`src/rtl/uart_arb_pkg.sv`:
```
// Shared types and helpers for the UART transmit arbiter.
package uart_arb_pkg;
   localparam int BYTE_W     = 8;
   localparam int MAX_REQ    = 8;
   localparam int IDX_W      = 3;
   localparam int DATA_EXT_W = MAX_REQ * BYTE_W;

   typedef enum logic [1:0] {
      IDLE      = 2'd0,
      ISSUE     = 2'd1,
      WAIT_DONE = 2'd2,
      HOLD      = 2'd3
   } arb_state_e;

   // Byte lane of requester idx from a flattened request data bus.
   function automatic logic [BYTE_W-1:0] req_byte(
      input logic [DATA_EXT_W-1:0] data,
      input logic [IDX_W-1:0]      idx
   );
      return data[idx*BYTE_W +: BYTE_W];
   endfunction
endpackage

```
`src/rtl/rr_pick.sv`:
```
// Combinational round-robin selector: first asserted request at or after
// the pointer, wrapping past the top index.
module rr_pick
   import uart_arb_pkg::*;
#(
   parameter int N     = 2,
   parameter int PTR_W = (N > 1) ? $clog2(N) : 1
) (
   input  logic [N-1:0]     req_i,
   input  logic [PTR_W-1:0] ptr_i,
   output logic [N-1:0]     win_onehot_o,
   output logic [PTR_W-1:0] win_idx_o,
   output logic             any_o
);
   logic [PTR_W-1:0] cand_s;
   logic             found_s;

   // Scan upward from the pointer; the first hit wins.
   always_comb begin
      win_onehot_o = '0;
      win_idx_o    = '0;
      found_s      = 1'b0;
      cand_s       = '0;
      for (int k = 0; k < N; k++) begin
         cand_s = PTR_W'((int'(ptr_i) + k) % N);
         if (!found_s && req_i[cand_s]) begin
            found_s              = 1'b1;
            win_idx_o            = cand_s;
            win_onehot_o[cand_s] = 1'b1;
         end else begin
            found_s = found_s;
         end
      end
      any_o = found_s;
   end
endmodule

```
`src/rtl/uart_tx_arbiter_chk.sv`:
```
// Output invariants of the arbiter: single owner, strobes only for the owner.
module uart_tx_arbiter_chk #(
   parameter int NUM_REQ = 2
) (
   input logic               clk_50M,
   input logic               reset,
   input logic [NUM_REQ-1:0] grant,
   input logic [NUM_REQ-1:0] req_ready,
   input logic               tx_dv
);
   a_grant_onehot: assert property (@(posedge clk_50M) disable iff (reset)
      $onehot0(grant));

   a_dv_has_owner: assert property (@(posedge clk_50M) disable iff (reset)
      tx_dv |-> (grant != '0));

   a_ready_owner_only: assert property (@(posedge clk_50M) disable iff (reset)
      (req_ready != '0) |-> (tx_dv && $onehot(req_ready) && ((req_ready & ~grant) == '0)));

   a_dv_single_pulse: assert property (@(posedge clk_50M) disable iff (reset)
      tx_dv |=> !tx_dv);
endmodule

```
`src/rtl/uart_tx_arbiter.sv`:
```
// Round-robin arbiter sharing one uart_tx serializer among NUM_REQ byte sources.
// Ownership lasts a whole packet: released on the last byte or a hold timeout.
module uart_tx_arbiter
   import uart_arb_pkg::*;
#(
   parameter int NUM_REQ      = 2,
   parameter int HOLD_TIMEOUT = 4096,
   parameter int CNT_W        = 16
) (
   input  logic                      clk_50M,
   input  logic                      reset,
   input  logic [NUM_REQ-1:0]        req_valid,
   input  logic [NUM_REQ*BYTE_W-1:0] req_data,
   input  logic [NUM_REQ-1:0]        req_last,
   output logic [NUM_REQ-1:0]        req_ready,
   output logic [NUM_REQ-1:0]        grant,
   output logic                      tx_dv,
   output logic [BYTE_W-1:0]         tx_byte,
   input  logic                      tx_active,
   input  logic                      tx_done,
   output logic                      busy
);
   localparam int               PTR_W      = $clog2(NUM_REQ);
   localparam logic [CNT_W-1:0] HOLD_LIMIT = CNT_W'(HOLD_TIMEOUT);

   arb_state_e          state_q, state_d;
   logic [PTR_W-1:0]    ptr_q, ptr_d;
   logic [PTR_W-1:0]    owner_q, owner_d;
   logic [NUM_REQ-1:0]  grant_q, grant_d;
   logic [BYTE_W-1:0]   tx_byte_q, tx_byte_d;
   logic                last_q, last_d;
   logic [CNT_W-1:0]    cnt_q, cnt_d;
   logic                tx_dv_q, tx_dv_d;
   logic [NUM_REQ-1:0]  req_ready_q, req_ready_d;
   logic                busy_q, busy_d;

   logic [NUM_REQ-1:0]  pick_onehot_s;
   logic [PTR_W-1:0]    pick_idx_s;
   logic                pick_any_s;
   logic [PTR_W-1:0]    ptr_next_s;
   logic [DATA_EXT_W-1:0] req_data_ext_s;

   assign req_data_ext_s = DATA_EXT_W'(req_data);
   assign ptr_next_s     = (owner_q == PTR_W'(NUM_REQ - 1)) ? '0 : owner_q + PTR_W'(1);

   rr_pick #(
      .N     (NUM_REQ),
      .PTR_W (PTR_W)
   ) u_pick (
      .req_i        (req_valid),
      .ptr_i        (ptr_q),
      .win_onehot_o (pick_onehot_s),
      .win_idx_o    (pick_idx_s),
      .any_o        (pick_any_s)
   );

   // Next-state logic; uart_tx has no reset, so a new byte waits for tx_active low.
   always_comb begin
      state_d   = state_q;
      ptr_d     = ptr_q;
      owner_d   = owner_q;
      grant_d   = grant_q;
      tx_byte_d = tx_byte_q;
      last_d    = last_q;
      cnt_d     = cnt_q;
      case (state_q)
         IDLE: begin
            if (pick_any_s && !tx_active) begin
               state_d   = ISSUE;
               owner_d   = pick_idx_s;
               grant_d   = pick_onehot_s;
               tx_byte_d = req_byte(req_data_ext_s, IDX_W'(pick_idx_s));
               last_d    = req_last[pick_idx_s];
            end else begin
               state_d = IDLE;
            end
         end
         ISSUE: begin
            state_d = WAIT_DONE;
         end
         WAIT_DONE: begin
            if (tx_done && last_q) begin
               state_d = IDLE;
               ptr_d   = ptr_next_s;
               grant_d = '0;
            end else if (tx_done) begin
               state_d = HOLD;
               cnt_d   = '0;
            end else begin
               state_d = WAIT_DONE;
            end
         end
         HOLD: begin
            // An owner byte beats a timeout that expires in the same cycle.
            if (req_valid[owner_q] && !tx_active) begin
               state_d   = ISSUE;
               tx_byte_d = req_byte(req_data_ext_s, IDX_W'(owner_q));
               last_d    = req_last[owner_q];
            end else if (HOLD_TIMEOUT == 0) begin
               state_d = HOLD;
            end else begin
               cnt_d = cnt_q + CNT_W'(1);
               if (cnt_d == HOLD_LIMIT) begin
                  state_d = IDLE;
                  ptr_d   = ptr_next_s;
                  grant_d = '0;
               end else begin
                  state_d = HOLD;
               end
            end
         end
         default: begin
            state_d = IDLE;
            grant_d = '0;
         end
      endcase
      tx_dv_d     = (state_d == ISSUE);
      req_ready_d = (state_d == ISSUE) ? grant_d : '0;
      busy_d      = (state_d != IDLE);
   end

   // State, datapath and registered outputs.
   always_ff @(posedge clk_50M) begin
      if (reset) begin
         state_q     <= IDLE;
         ptr_q       <= '0;
         owner_q     <= '0;
         grant_q     <= '0;
         tx_byte_q   <= '0;
         last_q      <= 1'b0;
         cnt_q       <= '0;
         tx_dv_q     <= 1'b0;
         req_ready_q <= '0;
         busy_q      <= 1'b0;
      end else begin
         state_q     <= state_d;
         ptr_q       <= ptr_d;
         owner_q     <= owner_d;
         grant_q     <= grant_d;
         tx_byte_q   <= tx_byte_d;
         last_q      <= last_d;
         cnt_q       <= cnt_d;
         tx_dv_q     <= tx_dv_d;
         req_ready_q <= req_ready_d;
         busy_q      <= busy_d;
      end
   end

   assign req_ready = req_ready_q;
   assign grant     = grant_q;
   assign tx_dv     = tx_dv_q;
   assign tx_byte   = tx_byte_q;
   assign busy      = busy_q;

   uart_tx_arbiter_chk #(
      .NUM_REQ (NUM_REQ)
   ) u_chk (
      .clk_50M   (clk_50M),
      .reset     (reset),
      .grant     (grant_q),
      .req_ready (req_ready_q),
      .tx_dv     (tx_dv_q)
   );
endmodule

```
`config.mk`:
```
export PLATFORM = sky130hd
export DESIGN_NAME = uart_tx_arbiter
export DESIGN_NICKNAME = d
export VERILOG_FILES = /design/src/rtl/uart_arb_pkg.sv /design/src/rtl/rr_pick.sv /design/src/rtl/uart_tx_arbiter_chk.sv /design/src/rtl/uart_tx_arbiter.sv
export SDC_FILE = /design/constraint.sdc
export NUM_CORES = 1
export LEC_CHECK = 0
export CORE_UTILIZATION = 51
export CTS_CLUSTER_DIAMETER = 60
export CTS_CLUSTER_SIZE = 8
export DETAILED_ROUTE_END_ITERATION = 10
export HOLD_SLACK_MARGIN = 0.02
export PLACE_DENSITY = 0.79
export SETUP_SLACK_MARGIN = 0.05
export SKIP_LAST_GASP = 1
export SYNTH_ARGS = -nofsm -noshare
export SYNTH_HDL_FRONTEND = slang
export SYNTH_SLANG_ARGS = --single-unit
```
`constraint.sdc`:
```
create_clock -name clk_50M -period 2.8 [get_ports clk_50M]
set_input_delay 0.56 -clock clk_50M [delete_from_list [all_inputs] [get_ports clk_50M]]
set_output_delay 0.56 -clock clk_50M [all_outputs]
set_load 0.005 [all_outputs]
```
==> flow_metrics.env, run 1 <==
export IMPL_synth_seq_cells=35
export IMPL_dieArea_mm2=0.00410
export IMPL_finalWeightedCongestion=0.876
export IMPL_p_seq_share_pct=43.4
export IMPL_antenna_left=0
export IMPL_comb_power_share_pct=19.8
export IMPL_avgSynthCellArea_um2=7.80
export IMPL_p_leak_uw=0.000963
export IMPL_clock_skew_ps=7.30
export IMPL_coreArea_mm2=0.00369
export IMPL_required_ps=2980
export IMPL_ys_warnings_count=0
export IMPL_crit_type="reg2reg"
export IMPL_hold_depth=2
export IMPL_end_kind="flip-flop"
export IMPL_yosysSeqAreaShare_pct=35.7
export IMPL_routedWlPerCell_um=13.4
export IMPL_final_cell_mix="49 x nor2_1, 37 x clkdlybuf4s50_1, 35 x dfxtp_1"
export IMPL_layout_drive_gt1_share_pct=9.00
export IMPL_fmax_mhz=395
export IMPL_setup_slack_ps=266
export IMPL_slew_headroom_pct=49.3
export IMPL_synth_cell_types=50
export IMPL_cts_sinks=35
export IMPL_netlist_area_mm2=0.00196
export IMPL_place_area_mm2=0.00238
export IMPL_drc_errors=0
export IMPL_power_frac_clock_pct=36.8
export IMPL_core_rowCount=22
export IMPL_grt_overflow=0
export IMPL_synth_nets=277
export IMPL_pre_cts_slack_ps=185
export IMPL_grt_max_degree=19
export IMPL_r2r_end="ptr_q$_SDFFE_PP0P_"
export IMPL_hold_start="tx_byte[6]$_SDFFE_PP0P_"
export IMPL_die_width_um=64.1
export IMPL_clk_pin_slew_ps=70
export IMPL_worstReg2RegStart="cnt_q[6]$_SDFFE_PP0P_"
export IMPL_arrival_ps=2720
export IMPL_io_pins=38
export IMPL_first_global_vias=1717
export IMPL_start_util_pct=53.3
export IMPL_synth_area_top_cells="dfxtp_1 36%, nor2_1 9.4%, a21oi_1 8.7%"
export IMPL_viasPerCell=5.75
export IMPL_antenna_found_initial=0
export IMPL_fin_crit_ps=2530
export IMPL_track_usage_pct=23.3
export IMPL_finalMaxSlewViolations=0
export IMPL_p_int_uw=952
export IMPL_status="completed"
export IMPL_drt_initial_drc_count=128
export IMPL_nets=313
export IMPL_worstHoldPathType="reg2reg"
export IMPL_synth_area_leader_cell="dfxtp_1"
export IMPL_synth_edff_count=0
export IMPL_layout_commonest_cell="nor2_1"
export IMPL_post_cts_setup_buffer_count=0
export IMPL_setup_viol=0
export IMPL_hpwl_mm=3.24
export IMPL_pwr_density_cell_mw_per_mm2=514
export IMPL_setup_tns_ps=0
export IMPL_min_to="tx_byte[6]$_SDFFE_PP0P_"
export IMPL_tightest_slew_ps=746
export IMPL_async_flop_share_pct=0
export IMPL_htreeDepth=2
export IMPL_critPathLaunchType="flip-flop"
export IMPL_hold_viol=0
export IMPL_routed_wl_mm=4.52
export IMPL_synth_top_area_share_pct=35.7
export IMPL_synthCells=252
export IMPL_rr_worst_depth=7
export IMPL_power_switching_uw=333
export IMPL_port_buffers=37
export IMPL_synth_main_ff_cell="dfxtp_1"
export IMPL_firstDrtPassIters=4
export IMPL_chipHeight_um=64.1
export IMPL_stdcell_area_mm2=0.00250
export IMPL_postCtsHoldBufs=0
export IMPL_grt_pass1_wl_mm=7.59
export IMPL_tritoncts="done"
export IMPL_root_buffer="clkbuf_8"
export IMPL_n_antenna_cell=0
export IMPL_swShare_pct=25.9
export IMPL_vdd_drop_max_v=0.000246
export IMPL_rsz0062_at_grt="false"
export IMPL_syn_to_final_growth_pct=27.2
export IMPL_vias=1939
export IMPL_drv_cap=0
export IMPL_reg2reg_slack_ps=270
export IMPL_min_period_over_period_pct=90.5
export IMPL_cts_buffers=5
export IMPL_cts_resized_gates=0
export IMPL_crit_start="cnt_q[6]$_SDFFE_PP0P_"
export IMPL_clockBufferDepth=2
export IMPL_clock_latency_ps=290
export IMPL_critPathMaxFanout=10
-- registers in the layout, indices dropped and copies added, names as in the netlist --
register / cells
busy: 1
tx_dv: 1
grant: 2
state_q: 2
req_ready: 2
owner_q: 1
last_q: 1
tx_byte: 8
ptr_q: 1
cnt_q: 16
-- power by group through the flow --
stage / registers, uW / clock network, uW / logic [uW]
final: 557 / 473 / 255
after global routing: 560 / 504 / 284
after CTS: 556 / 480 / 255
after detailed placement: 567 / 0 / 254
after global placement: 566 / 0 / 249
after floorplan: 556 / 0 / 150
-- layer usage --
layer | vias to the layer above | global-route usage, % | routed length, um
li1 | 975 | - | -
met3 | 9 | 4.29 | 151
met1 | 905 | 30.8 | 2170
met2 | 50 | 37.0 | 2130
met4 | 0 | 9.94 | 68
met5 | - | 0 | 0
-- how the worst max path moves through the flow --
stage                                         end  cells past startpoint
after floorplan                ptr_q$_SDFFE_PP0P_                      8
after global placement         ptr_q$_SDFFE_PP0P_                      6
after detailed placement  tx_byte[0]$_SDFFE_PP0P_                      7
after CTS                      ptr_q$_SDFFE_PP0P_                      7
after global routing           ptr_q$_SDFFE_PP0P_                      7
final                          ptr_q$_SDFFE_PP0P_                      7
-- per-stage QoR --
stage | util, % | std cells | hold slack [ps] | total power (uW)
finish | 67.7 | 337 | 496 | 1280
CTS | 67.7 | 337 | 499 | 1290
global route | 67.7 | 337 | 532 | 1350
detailed placement | 64.6 | 329 | 484 | 821
floorplan | - | 252 | 479 | 706
global placement | 64.6 | 329 | 466 | 815
-- worst max-delay path, stage by stage (launching register included) --
cell     delay, ps
dfxtp_1        520
nand3_2        170
nor3_4         300
and3_1         200
a21oi_1         80
or4_4          530
o31ai_2        270
mux2_1         330
-- Yosys cell counts (all sizes together) (4+ instances only) --
cell type   n
and2        5
nor2       49
a31oi       4
a21oi      34
clkbuf      8
nor2b       4
nand2      10
inv         5
xnor2       5
nor3        9
a211oi      6
dfxtp      35
o21ai      14
mux2i      11
buf         6
nand3       7
-- area by class of cell --
cell class	count	area, um^2
Sequential cell	35	701
Tap cell	48	60.1
Timing Repair Buffer	43	415
Inverter	5	18.8
Clock buffer	6	82.6
Clock inverter	2	35.0
Fill cell	354	1190
Multi-Input combinational cell	198	1190
-- logic make-up after synthesis --
group / after synthesis / synth area share [%]
fa+ha+maj: 1 / 0.637
flops: 35 / 35.7
compound gates: 74 / 22.6
mux: 12 / 6.37
simple gates: 105 / 28.1
xor+xnor: 6 / 2.68
buf+inv: 19 / 3.95
No activity file was read; power rests on OpenSTA's default activity.
==> run 2, diff against run 1 <==
--- a/constraint.sdc
+++ b/constraint.sdc
@@ -3,2 +3,2 @@
 set_output_delay 0.56 -clock clk_50M [all_outputs]
-set_load 0.005 [all_outputs]
+set_load 0.1 [all_outputs]
==> run 2 against run 1 <==
- sequential share of layout area increased by 0.49 points
- total power increased by 12%
- worst hold slack lost 7.7 ps
- global-route usage is 0.41 points higher
- final area is 1.7% lower
- utilization shrank 1.2 points
- worst setup slack gained 6.8 ps
- critical path depth stayed put
- maximum frequency up 0.27%
- non-clock buffer count fell by 1
- combinational power up 60%
==> flow_metrics.env, run 2 (synthesized netlist as in run 1, its figures left out) <==
export IMPL_status="completed"
export IMPL_routedWlPerCell_um=13.4
export IMPL_tritoncts="done"
export IMPL_clk_pin_slew_ps=80
export IMPL_post_cts_setup_buffer_count=0
export IMPL_utilization_pct=66.6
export IMPL_cts_buffers=5
export IMPL_root_buffer="clkbuf_8"
export IMPL_r2r_end="ptr_q$_SDFFE_PP0P_"
export IMPL_worstHoldPathType="reg2reg"
export IMPL_port_buffers=37
export IMPL_clockBufferDepth=2
export IMPL_vdd_drop_max_v=0.000299
export IMPL_cp_buffers_inverters=1
export IMPL_crit_start="cnt_q[0]$_SDFFE_PP0P_"
export IMPL_critPathMaxFanout=8
export IMPL_reg2reg_slack_ps=270
export IMPL_required_ps=2980
export IMPL_rr_worst_depth=7
export IMPL_htreeDepth=2
export IMPL_clock_skew_ps=7.20
export IMPL_setup_viol=0
export IMPL_fmax_mhz=396
export IMPL_drv_cap=0
export IMPL_n_antenna_cell=0
export IMPL_first_global_vias=1781
export IMPL_end_kind="flip-flop"
export IMPL_p_leak_uw=0.000984
export IMPL_arrival_ps=2710
export IMPL_hpwl_mm=3.16
export IMPL_clock_latency_ps=290
export IMPL_crit_type="reg2reg"
export IMPL_layout_drive_gt1_share_pct=13.5
export IMPL_rsz0062_at_grt="false"
export IMPL_core_rowCount=22
export IMPL_max_stage_delay_ps=450
export IMPL_drt_initial_drc_count=181
export IMPL_routed_wl_mm=4.50
export IMPL_grt_overflow=0
export IMPL_critPathLaunchType="flip-flop"
export IMPL_viasPerCell=5.67
export IMPL_chipHeight_um=64.1
export IMPL_grt_max_degree=19
export IMPL_worstReg2RegStart="cnt_q[0]$_SDFFE_PP0P_"
export IMPL_tightest_slew_ps=751
export IMPL_slew_headroom_pct=49.0
export IMPL_crit_chain="ha_1, inv_1, nor2_1, a31oi_1, or4_4, o31ai_2, mux2_1"
export IMPL_nets=312
export IMPL_io_pins=38
export IMPL_critical_path_top_delay_family="simple AND/OR/NAND/NOR gates"
export IMPL_layoutNonFillerInstCount=336
export IMPL_setup_tns_ps=0
export IMPL_critPathSlowestCell="or4_4"
export IMPL_cts_resized_gates=0
export IMPL_setup_slack_ps=272
export IMPL_track_usage_pct=23.7
export IMPL_finalMaxSlewViolations=0
export IMPL_vias=1906
export IMPL_postCtsHoldBufs=0
export IMPL_fin_crit_ps=2530
export IMPL_antenna_found_initial=0
export IMPL_firstDrtPassIters=4
export IMPL_largest_reg_flops=16
export IMPL_dieArea_mm2=0.00410
export IMPL_hold_depth=2
export IMPL_layout_commonest_cell="nor2_1"
export IMPL_syn_to_final_growth_pct=25.0
export IMPL_pre_cts_slack_ps=222
export IMPL_finalWeightedCongestion=0.856
export IMPL_top_register="cnt_q"
export IMPL_drc_errors=0
export IMPL_coreArea_mm2=0.00369
export IMPL_min_to="tx_byte[7]$_SDFFE_PP0P_"
export IMPL_min_period_over_period_pct=90.3
export IMPL_hold_viol=0
export IMPL_final_cell_mix="49 x nor2_1, 35 x dfxtp_1, 34 x a21oi_1"
export IMPL_pwr_density_cell_mw_per_mm2=585
export IMPL_fillers=327
export IMPL_hold_start="tx_byte[7]$_SDFFE_PP0P_"
export IMPL_grt_pass1_wl_mm=7.76
export IMPL_cts_sinks=35
export IMPL_start_util_pct=53.3
export IMPL_die_width_um=64.1
export IMPL_dp_cells=328
export IMPL_antenna_left=0
export IMPL_finalPower_uw=1440
==> run 2: cell count changes in the layout (fill, tap and decap cells not counted) <==
cell / previous run / this run
clkdlybuf4s50_1: 37 / 23
buf_4: 6 / 19
==> run 2: layout make-up <==
cell class / count / area, um^2 / area share [%]
clock buffers: 6 / 82.6 / 3.36
clock inverters: 2 / 35.0 / 1.43
inverters: 5 / 18.8 / 0.764
multi-input cells: 198 / 1190 / 48.3
flip-flops and latches: 35 / 701 / 28.5
well taps: 48 / 60.1 / 2.45
repair buffers: 42 / 373 / 15.2
==> run 2: metrics by stage <==
stage / cell area (um^2) / hold WS, ps
final: 2460 / 488
after global routing: 2460 / 521
after CTS: 2460 / 499
after detailed placement: 2340 / 481
after global placement: 2340 / 468
after floorplan: 1960 / 484
==> run 2: worst register-to-register path, delay by kind of cell (launching register included) <==
kind	cells	cell delay, ps
and+or+nand+nor	2	760
muxes	1	330
buffers and inverters	1	110
adders and majority gates	1	380
AOI/OAI and AO/OA	2	440
DFF	1	400
==> run 2: where the power goes <==
part	switching, uW	internal, uW
Clock	184	288
Combinational	284	125
Sequential	25.9	530
==> run 2: worst max path at each step <==
stage | endpoint | depth (start not counted)
6_report | ptr_q$_SDFFE_PP0P_ | 7
2_1_floorplan | ptr_q$_SDFFE_PP0P_ | 8
4_1_cts | ptr_q$_SDFFE_PP0P_ | 7
3_3_place_gp | ptr_q$_SDFFE_PP0P_ | 6
3_5_place_dp | ptr_q$_SDFFE_PP0P_ | 6
5_1_grt | ptr_q$_SDFFE_PP0P_ | 7
==> run 2: layer usage <==
| metal | up-vias | part of all wire, % | GRT usage, % |
|---|---|---|---|
| met4 | 0 | 0.93 | 10.2 |
| met5 | - | 0 | 0 |
| li1 | 980 | - | - |
| met1 | 873 | 48 | 31.0 |
| met3 | 4 | 3.5 | 3.75 |
| met2 | 49 | 48 | 38.4 |
==> run 3, diff against run 2 <==
- CAP_MARGIN: not set -> 20
- CORE_UTILIZATION: 51 -> 29
- PLACE_DENSITY: 0.79 -> not set
- clock period: 2.8 -> 2.45 ns (I/O delays scaled with it)
==> run 3 against run 2 <==
- the flow now finishes with violations (design-rule violations)
- count of clock-buffer cells in the layout is 1 lower
- global-route usage is 9.6 points lower
- flip-flop and latch count stayed put
- final cell count is 15% higher
- die area is 73% higher
- combinational power is 19% higher
- critical path depth stayed put
- largest cell class unchanged
- largest power group unchanged
- highest routed layer unchanged
==> flow_metrics.env, run 3 (synthesized netlist as in run 1, its figures left out) <==
export IMPL_p_leak_uw=0.00108
export IMPL_tightest_slew_ps=781
export IMPL_p_seq_share_pct=38.8
export IMPL_n_antenna_cell=0
export IMPL_critPathMaxFanout=4
export IMPL_critPathLaunchType="flip-flop"
export IMPL_hold_worst_slack_ps=493
export IMPL_status="finished with violations"
export IMPL_hold_depth=2
export IMPL_hold_start="tx_byte[4]$_SDFFE_PP0P_"
export IMPL_dp_cells=376
export IMPL_cts_buffers=5
export IMPL_swShare_pct=35.1
export IMPL_htreeDepth=2
export IMPL_coreArea_mm2=0.00646
export IMPL_final_cell_mix="49 x nor2_1, 39 x buf_4, 34 x a21oi_1"
export IMPL_drt_initial_drc_count=94
export IMPL_critPathSlowestCell="or4_4"
export IMPL_finalWeightedCongestion=0.821
export IMPL_clock_skew_ps=10.1
export IMPL_power_switching_uw=575
export IMPL_viasPerCell=5.06
export IMPL_layout_commonest_cell="nor2_1"
export IMPL_reg2reg_slack_ps=160
export IMPL_end_kind="flip-flop"
export IMPL_port_buffers=37
export IMPL_worstReg2RegStart="cnt_q[3]$_SDFFE_PP0P_"
export IMPL_die_width_um=84.3
export IMPL_cts_sinks=35
export IMPL_routedWlPerCell_um=12.2
export IMPL_p_int_uw=1060
export IMPL_fmax_mhz=436
export IMPL_slew_headroom_pct=46.9
export IMPL_pre_cts_slack_ps=-6.89
export IMPL_r2r_end="ptr_q$_SDFFE_PP0P_"
export IMPL_power_frac_clock_pct=31.5
export IMPL_worstHoldPathType="reg2reg"
export IMPL_antenna_found_initial=0
export IMPL_layout_drive_gt1_share_pct=20.5
export IMPL_io_pins=38
export IMPL_hold_viol=0
export IMPL_crit_type="reg2reg"
export IMPL_setup_slack_ps=158
export IMPL_clock_latency_ps=290
export IMPL_core_rowCount=29
export IMPL_first_global_vias=1810
export IMPL_firstDrtPassIters=7
export IMPL_critical_path_top_delay_family="simple AND/OR/NAND/NOR gates"
export IMPL_required_ps=2640
export IMPL_vdd_drop_max_v=0.000274
export IMPL_start_util_pct=30.4
export IMPL_finalMaxSlewViolations=0
export IMPL_grt_max_degree=20
export IMPL_antenna_left=0
export IMPL_dieArea_mm2=0.00711
export IMPL_vias=1949
export IMPL_routed_wl_mm=4.72
export IMPL_tritoncts="done"
export IMPL_crit_chain="and4_4, nand2_2, nor3_2, a41oi_1, or4_4, o31ai_2, mux2_1"
export IMPL_hpwl_mm=3.49
export IMPL_violations="design-rule violations"
export IMPL_stdcell_area_mm2=0.00267
export IMPL_nets=333
export IMPL_min_period_over_period_pct=93.5
export IMPL_largest_reg_flops=16
export IMPL_grt_pass1_wl_mm=8.20
export IMPL_setup_tns_ps=0
export IMPL_clk_pin_slew_ps=80
export IMPL_top_register="cnt_q"
export IMPL_track_usage_pct=14.1
export IMPL_cp_buffers_inverters=0
export IMPL_place_area_mm2=0.00253
export IMPL_clockBufferDepth=2
export IMPL_max_stage_delay_ps=570
export IMPL_rsz0062_at_grt="false"
export IMPL_root_buffer="clkbuf_8"
export IMPL_grt_overflow=0
export IMPL_comb_power_share_pct=29.7
export IMPL_drc_errors=4
export IMPL_arrival_ps=2480
export IMPL_setup_viol=0
export IMPL_syn_to_final_growth_pct=35.8
export IMPL_drv_cap=0
export IMPL_pwr_density_cell_mw_per_mm2=614
export IMPL_layoutNonFillerInstCount=385
export IMPL_min_to="tx_byte[4]$_SDFFE_PP0P_"
export IMPL_fin_crit_ps=2290
export IMPL_chipHeight_um=84.3
export IMPL_rr_worst_depth=7
run 3: metrics by stage:
step | power [uW] | util [%]
floorplan | 993 | -
global placement | 1140 | 39.2
detailed placement | 1140 | 39.2
CTS | 1660 | 40.9
global route | 1710 | 41.3
finish | 1640 | 41.3
run 3: metal layers:
layer,vias up,GRT usage [%],share of wire [%]
met5,-,0,0
met4,0,5.80,1.7
met3,4,3.24,3.5
met2,37,22.6,46
met1,896,18.4,49
li1,1012,-,-
run 3: power groups by stage:
stage | combinational, uW | sequential, uW | clock [uW]
after floorplan | 172 | 822 | 0
after global placement | 488 | 648 | 0
after detailed placement | 489 | 648 | 0
after CTS | 491 | 635 | 530
after global routing | 522 | 640 | 552
final | 488 | 636 | 516
run 3: worst max-delay path by stage:
stage	endpoint	cells past startpoint	slack, ps	from
after CTS	ptr_q$_SDFFE_PP0P_	7	60	cnt_q[4]$_SDFFE_PP0P_
after global placement	ptr_q$_SDFFE_PP0P_	7	30	cnt_q[0]$_SDFFE_PP0P_
after floorplan	ptr_q$_SDFFE_PP0P_	8	190	cnt_q[6]$_SDFFE_PP0P_
after global routing	ptr_q$_SDFFE_PP0P_	7	60	cnt_q[3]$_SDFFE_PP0P_
final	ptr_q$_SDFFE_PP0P_	7	160	cnt_q[3]$_SDFFE_PP0P_
after detailed placement	tx_byte[6]$_SDFFE_PP0P_	7	-7	req_valid[0]
run 3: cell type report:
class / instances / area, um^2
fill: 673 / 3790
sequential: 35 / 704
timing repair buffer: 63 / 543
tap: 77 / 96.3
clock buffer: 5 / 68.8
multi-input combinational: 198 / 1200
inverter: 5 / 18.8
clock inverter: 2 / 37.5
run 3: worst reg2reg max path, delay by kind of cell (launching register included):
family	cells	cell delay, ps
AOI/OAI and AO/OA	2	420
DFF	1	420
and+or+nand+nor	4	1020
muxes	1	340
run 3: timing repair:
action                                 in CTS  in global routing
endpoints found under the hold margin       0                  0
buffers inserted                            0                  2
resized for setup                           1                  4
pin swaps                                   0                  1
hold buffers                                0                  0
setup endpoints to repair                   1                  1
